## config.mk

```make
export PLATFORM = sky130hd
export DESIGN_NAME = m_stopwatch_ctrl_flat
export DESIGN_NICKNAME = d
export VERILOG_FILES = /design/src/rtl/m_stopwatch_ctrl_pkg.sv /design/src/rtl/m_stopwatch_ctrl_if.sv /design/src/rtl/m_stopwatch_ctrl_btn_edge.sv /design/src/rtl/m_stopwatch_ctrl.sv /design/src/flat_wrapper.sv
export SDC_FILE = /design/constraint.sdc
export NUM_CORES = 1
export LEC_CHECK = 0
export CORE_UTILIZATION = 39
export CTS_CLUSTER_SIZE = 28
export DETAILED_ROUTE_END_ITERATION = 12
export SYNTH_ARGS = -nofsm -noshare
export SYNTH_HDL_FRONTEND = slang
export SYNTH_HIERARCHICAL = 1
export SYNTH_SLANG_ARGS = --single-unit
export TNS_END_PERCENT = 30
```

## constraint.sdc

```tcl
create_clock -name ck -period 1.5 [get_ports ck]
set_input_delay 0.375 -clock ck [delete_from_list [all_inputs] [get_ports ck]]
set_output_delay 0.375 -clock ck [all_outputs]
set_load 0.01 [all_outputs]
```

## src/rtl/m_stopwatch_ctrl_pkg.sv

```systemverilog
// Shared definitions for the stopwatch controller slice.
// Holds the field width, the default moduli and the FSM state encoding.
package m_stopwatch_ctrl_pkg;

   localparam int W       = 6;
   localparam int SEC_MOD = 60;
   localparam int MIN_MOD = 60;

   typedef enum logic [1:0] {
      S_IDLE = 2'd0,
      S_RUN  = 2'd1,
      S_STOP = 2'd2,
      S_LAP  = 2'd3
   } state_t;

endpackage

```

## src/rtl/m_stopwatch_ctrl_if.sv

```systemverilog
// Signal bundle between the upstream counter/buttons (master) and the stopwatch controller (slave).
interface m_stopwatch_ctrl_if;
   import m_stopwatch_ctrl_pkg::*;

   logic         tick;
   logic [W-1:0] sub;
   logic         btn_ss;
   logic         btn_lap;
   logic         cnt_run;
   logic         cnt_clr;
   logic [W-1:0] disp_sub;
   logic [W-1:0] disp_sec;
   logic [W-1:0] disp_min;
   logic         lap_held;
   logic         ovf;

   modport master (
      output tick, sub, btn_ss, btn_lap,
      input  cnt_run, cnt_clr, disp_sub, disp_sec, disp_min, lap_held, ovf
   );

   modport slave (
      input  tick, sub, btn_ss, btn_lap,
      output cnt_run, cnt_clr, disp_sub, disp_sec, disp_min, lap_held, ovf
   );

endinterface

```

## src/rtl/m_stopwatch_ctrl_btn_edge.sv

```systemverilog
// Two-flop synchroniser plus rising-edge detector for one debounced button.
// A button held through reset release produces exactly one pulse.
module m_btn_edge (
   input  logic ck,
   input  logic res,
   input  logic btn,
   output logic rise
);

   logic sync1;
   logic sync2;
   logic prev;

   always_ff @(posedge ck) begin
      if (res) begin
         sync1 <= 1'b0;
         sync2 <= 1'b0;
         prev  <= 1'b0;
      end else begin
         sync1 <= btn;
         sync2 <= sync1;
         prev  <= sync2;
      end
   end

   assign rise = sync2 & ~prev;

endmodule

```

## src/rtl/m_stopwatch_ctrl.sv

```systemverilog
// Stopwatch controller: seconds/minutes accumulation, start/stop/lap/clear FSM
// and display multiplexing between live and lap-frozen values.
module m_stopwatch_ctrl #(
   parameter int SEC_MOD = m_stopwatch_ctrl_pkg::SEC_MOD,
   parameter int MIN_MOD = m_stopwatch_ctrl_pkg::MIN_MOD
) (
   input logic               ck,
   input logic               res,
   m_stopwatch_ctrl_if.slave bus
);
   import m_stopwatch_ctrl_pkg::*;

   localparam logic [W-1:0] SEC_LAST = W'(SEC_MOD - 1);
   localparam logic [W-1:0] MIN_LAST = W'(MIN_MOD - 1);

   state_t       state;
   state_t       state_nxt;
   logic         ss_edge;
   logic         lap_edge;
   logic         do_latch;
   logic         do_clear;
   logic         tick_ok;
   logic [W-1:0] sec;
   logic [W-1:0] min;
   logic [W-1:0] lap_sub;
   logic [W-1:0] lap_sec;
   logic [W-1:0] lap_min;
   logic         ovf_q;
   logic         run_q;
   logic         clr_q;
   logic         held_q;

   m_btn_edge u_ss_edge (
      .ck   (ck),
      .res  (res),
      .btn  (bus.btn_ss),
      .rise (ss_edge)
   );

   m_btn_edge u_lap_edge (
      .ck   (ck),
      .res  (res),
      .btn  (bus.btn_lap),
      .rise (lap_edge)
   );

   // Start/stop edge always takes precedence; a simultaneous lap edge is dropped.
   always_comb begin
      state_nxt = state;
      do_latch  = 1'b0;
      do_clear  = 1'b0;
      case (state)
         S_IDLE: if (ss_edge) state_nxt = S_RUN;
         S_RUN: begin
            if (ss_edge) begin
               state_nxt = S_STOP;
            end else if (lap_edge) begin
               state_nxt = S_LAP;
               do_latch  = 1'b1;
            end
         end
         S_LAP: begin
            if (ss_edge)       state_nxt = S_STOP;
            else if (lap_edge) state_nxt = S_RUN;
         end
         S_STOP: begin
            if (ss_edge) begin
               state_nxt = S_RUN;
            end else if (lap_edge) begin
               state_nxt = S_IDLE;
               do_clear  = 1'b1;
            end
         end
         default: state_nxt = S_IDLE;
      endcase
   end

   assign tick_ok = bus.tick && (state == S_RUN || state == S_LAP);

   always_ff @(posedge ck) begin
      if (res) begin
         state   <= S_IDLE;
         sec     <= '0;
         min     <= '0;
         ovf_q   <= 1'b0;
         lap_sub <= '0;
         lap_sec <= '0;
         lap_min <= '0;
         run_q   <= 1'b0;
         clr_q   <= 1'b0;
         held_q  <= 1'b0;
      end else begin
         state  <= state_nxt;
         run_q  <= (state_nxt == S_RUN) || (state_nxt == S_LAP);
         held_q <= (state_nxt == S_LAP);
         clr_q  <= do_clear;
         if (tick_ok) begin
            if (sec == SEC_LAST) begin
               sec <= '0;
               if (min == MIN_LAST) begin
                  min   <= '0;
                  ovf_q <= 1'b1;
               end else begin
                  min <= min + 1'b1;
               end
            end else begin
               sec <= sec + 1'b1;
            end
         end
         // The latch sees pre-increment values even when a tick lands on the same edge.
         if (do_latch) begin
            lap_sub <= bus.sub;
            lap_sec <= sec;
            lap_min <= min;
         end
         if (do_clear) begin
            sec   <= '0;
            min   <= '0;
            ovf_q <= 1'b0;
         end
      end
   end

   assign bus.disp_sub = (state == S_LAP) ? lap_sub : bus.sub;
   assign bus.disp_sec = (state == S_LAP) ? lap_sec : sec;
   assign bus.disp_min = (state == S_LAP) ? lap_min : min;
   assign bus.cnt_run  = run_q;
   assign bus.cnt_clr  = clr_q;
   assign bus.lap_held = held_q;
   assign bus.ovf      = ovf_q;

endmodule

```

## src/flat_wrapper.sv

```systemverilog
// flat-port wrapper written by rule: the top's interface ports become plain ports
module m_stopwatch_ctrl_flat import m_stopwatch_ctrl_pkg::*;
#(
   parameter int SEC_MOD = m_stopwatch_ctrl_pkg::SEC_MOD,
   parameter int MIN_MOD = m_stopwatch_ctrl_pkg::MIN_MOD
)
  (ck, res, bus_tick, bus_sub, bus_btn_ss, bus_btn_lap, bus_cnt_run, bus_cnt_clr, bus_disp_sub, bus_disp_sec, bus_disp_min, bus_lap_held, bus_ovf);
  m_stopwatch_ctrl_if bus_i ();
  input logic ck;
  input logic res;
  input wire logic [$bits(bus_i.tick)-1:0] bus_tick;
  input wire logic [$bits(bus_i.sub)-1:0] bus_sub;
  input wire logic [$bits(bus_i.btn_ss)-1:0] bus_btn_ss;
  input wire logic [$bits(bus_i.btn_lap)-1:0] bus_btn_lap;
  output wire logic [$bits(bus_i.cnt_run)-1:0] bus_cnt_run;
  output wire logic [$bits(bus_i.cnt_clr)-1:0] bus_cnt_clr;
  output wire logic [$bits(bus_i.disp_sub)-1:0] bus_disp_sub;
  output wire logic [$bits(bus_i.disp_sec)-1:0] bus_disp_sec;
  output wire logic [$bits(bus_i.disp_min)-1:0] bus_disp_min;
  output wire logic [$bits(bus_i.lap_held)-1:0] bus_lap_held;
  output wire logic [$bits(bus_i.ovf)-1:0] bus_ovf;
  assign bus_i.tick = bus_tick;
  assign bus_i.sub = bus_sub;
  assign bus_i.btn_ss = bus_btn_ss;
  assign bus_i.btn_lap = bus_btn_lap;
  assign bus_cnt_run = bus_i.cnt_run;
  assign bus_cnt_clr = bus_i.cnt_clr;
  assign bus_disp_sub = bus_i.disp_sub;
  assign bus_disp_sec = bus_i.disp_sec;
  assign bus_disp_min = bus_i.disp_min;
  assign bus_lap_held = bus_i.lap_held;
  assign bus_ovf = bus_i.ovf;
  m_stopwatch_ctrl #(.SEC_MOD(SEC_MOD), .MIN_MOD(MIN_MOD)) u_core (.ck(ck), .res(res), .bus(bus_i));
endmodule
```

==> results.toml <==
[outcome]
status = "finished with violations"
failed_checks = "setup timing"

[critical_path]
critPathMaxStageDelay_ns = 0.34
required_ns = 1.12
crit_path_max_fanout = 6
worstSetupStartpointType = "register"
path_cells = "nand2_4 -> buf_12 -> mux2_4 -> buf_6"
setup.worst_path.class = "reg2out"
r2r-start = "u_core/min[0]"
critical_path_arrival_ns = 1.33
r2r_cells = 5
critPathSlowestCell = "dfxtp_2"
crit_start = "u_core/state[1]"
crit_path_end_kind = "output pin"

[drt]
antenna_left = 0
drt-initial-drc-count = 46
routedWlPerCell_um = 12.7
drcViolationCount = 0
routed-via-count = 1503
drt-total-wl_um = 3940
routed_via_density = 4.85
drt_pass1_iterations = 4

[power]
ir_drop_v = 0.000441
total_power_mw = 1.93
p_leak_nw = 1.14
powerDensity_nw_per_um2 = 728

[clock_tree]
clk-insertion-delay-late_ns = 0.29
clk_pin_slew_ns = 0.07
clock-sinks = 41
h-tree-depth = 2
root_buffer = "clkbuf_8"
cts_inserted_buffers = 5
cts.path.max_buffers = 2
cts_tree = "built"
cts_hold_buf = 0

[logic_synthesis]
synth_cells = 196
synth-seq-cells = 41
synth_edf_count = 0
netlist_area_sq_um = 1770
synth.net_count = 209
synthFlopType = "dfxtp_1"
synth_cell_types = 29
async_flop_share_pct = 0
ys_warn_count = 6
yosysSeqAreaShare_pct = 46.3
syn_avg_cell_area_sq_um = 9.04

[global_routing]
grt_pass1_vias = 1444
antenna_found_initial = 0
grt_max_degree = 19
grt_pass1_wl_um = 6710
grt_overflow = 0
track_usage_pct = 17.9

[sta]
hold_slack_ns = 0.439
skew_ns = 0.00265
finalCritPeriodShare_pct = 114
setup_viol = 18
fmax_mhz = 586
hold_viol_final = 0
period_minus_slack_ns = 1.71
slew_headroom_pct = 80.2
worst_slack_ns = -0.206
grt_setup_unrepaired = "true"
max_slew.worst_pin.slew_ns = 0.297
drv_slew = 0

[die]
dieHeight_um = 69.4
die_width_um = 69.4
start_util_pct = 40.7
coreArea_sq_um = 4350
io_pins = 33
dieArea_sq_um = 4820
rows = 24

[placement]
place_ws_ns = -0.420
hpwl_um = 2510
io_buffer_count = 32
gp_congestion = 0.807

[final_layout]
fin_nets = 272
syn2layout_area_growth_pct = 49.8
drive_above_1_share_pct = 36.8
fillers = 388
num_antenna_cells = 0

[hold_path]
min_path_type = "reg2reg"
worstHoldStart = "u_core/u_ss_edge/sync1"
min_path_cells = 1

[run]
drv_cap = 0
-- worst max-delay path: cells and delay by family, from the launching register on --
kind                   cells  cell delay, ns
buffers and inverters      2            0.27
flip-flops                 1            0.34
multiplexers               1            0.30
AND/OR/NAND/NOR            1            0.13
-- synthesized netlist by cell type (2+ instances only) --
| library cell | n | area, sq um |
|---|---|---|
| mux2_2 | 18 | 203 |
| clkbuf_1 | 4 | 15.0 |
| ha_1 | 2 | 25.0 |
| nor2_1 | 16 | 60.1 |
| xnor2_1 | 8 | 70.1 |
| nor2b_2 | 2 | 17.5 |
| nor4bb_1 | 2 | 20.0 |
| nand2_1 | 44 | 165 |
| nor2b_1 | 9 | 56.3 |
| dfxtp_1 | 41 | 821 |
| xor2_1 | 3 | 26.3 |
| nor3_1 | 5 | 25.0 |
| buf_2 | 4 | 20.0 |
| a21oi_1 | 20 | 100 |
| nand3_1 | 4 | 20.0 |
-- power by group --
group	internal (mW)	switching [mW]	total [mW]
Sequential	1.10	0.00626	1.11
Clock	0.306	0.357	0.663
Combinational	0.0949	0.0678	0.163
Total	1.50	0.431	1.93
-- cell type report --
class                           instances  area [sq um]  area share (%)
Clock buffer                            5          68.8            2.59
Tap cell                               52          65.1            2.45
Sequential cell                        41           823            31.0
Inverter                                1          3.75           0.141
Timing Repair Buffer                   66           652            24.6
Clock inverter                          1          5.00           0.189
Multi-Input combinational cell        144          1040            39.0
-- cell families after synthesis --
group / synth area share (%)
simple gates: 24.0
flops: 46.3
compound gates: 7.56
mux: 12.0
xor+xnor: 5.44
buf+inv: 3.25
fa+ha+maj: 1.41
-- worst paths after layout --
path | to | slack, ns
worst max register to register | u_core/min[0] | 0.09
worst min-delay path | u_core/u_ss_edge/sync2 | 0.44
worst min register to register | u_core/u_ss_edge/sync2 | 0.44
worst max-delay path | bus_disp_sec[0] | -0.21
-- layer usage --
metal  global-route usage, %  wire length, um  up-vias
li1                        -                -      774
met1                    23.4             1900      694
met2                    27.6             1820       28
met3                    5.23              152        7
met4                    7.26               64        0
met5                       0                0        -
-- layout by cell type, fill, tap and decap left out, types with 5 or more instances in the layout --
cell type / synthesis / routed
nand2_1: 44 / 43
dfxtp_1: 41 / 39
buf_4: 1 / 28
buf_6: 1 / 21
mux2_4: 0 / 18
nor2_1: 16 / 16
a21oi_1: 20 / 15
clkdlybuf4s50_1: 0 / 9
nor2b_1: 9 / 9
xnor2_1: 8 / 8
clkbuf_8: 0 / 5
a21oi_2: 0 / 5
-- sequential cells by signal (all words and copies together), names as in the netlist --
| signal | cells |
|---|---|
| u_core/bus.cnt_clr | 1 |
| u_core/bus.cnt_run | 1 |
| u_core/bus.lap_held | 1 |
| u_core/bus.ovf | 1 |
| u_core/lap_min | 6 |
| u_core/lap_sec | 6 |
| u_core/lap_sub | 6 |
| u_core/min | 6 |
| u_core/sec | 6 |
| u_core/state | 1 |
| u_core/u_lap_edge/prev | 1 |
| u_core/u_lap_edge/sync1 | 1 |
| u_core/u_lap_edge/sync2 | 1 |
| u_core/u_ss_edge/prev | 1 |
| u_core/u_ss_edge/sync1 | 1 |
| u_core/u_ss_edge/sync2 | 1 |
-- what timing repair did --
action	CTS	global route
pin swaps	2	1
resized for setup	111	21
cloned	1	0
setup endpoints to repair	28	43
setup buffers	3	0
hold endpoints to repair	0	0
-- through the flow --
step | instance area (sq um) | TNS (ns) | instances | util (%)
after detailed placement | 2350 | -9.55 | 300 | 54.1
final | 2650 | -3.56 | 310 | 60.9
after global placement | 2350 | -9.59 | 300 | 54.1
after global routing | 2650 | -4.39 | 310 | 60.9
after CTS | 2560 | -4.11 | 310 | 58.9
after floorplan | 1790 | -0.0250 | 196 | -
No activity file was read; power rests on OpenSTA's default activity.
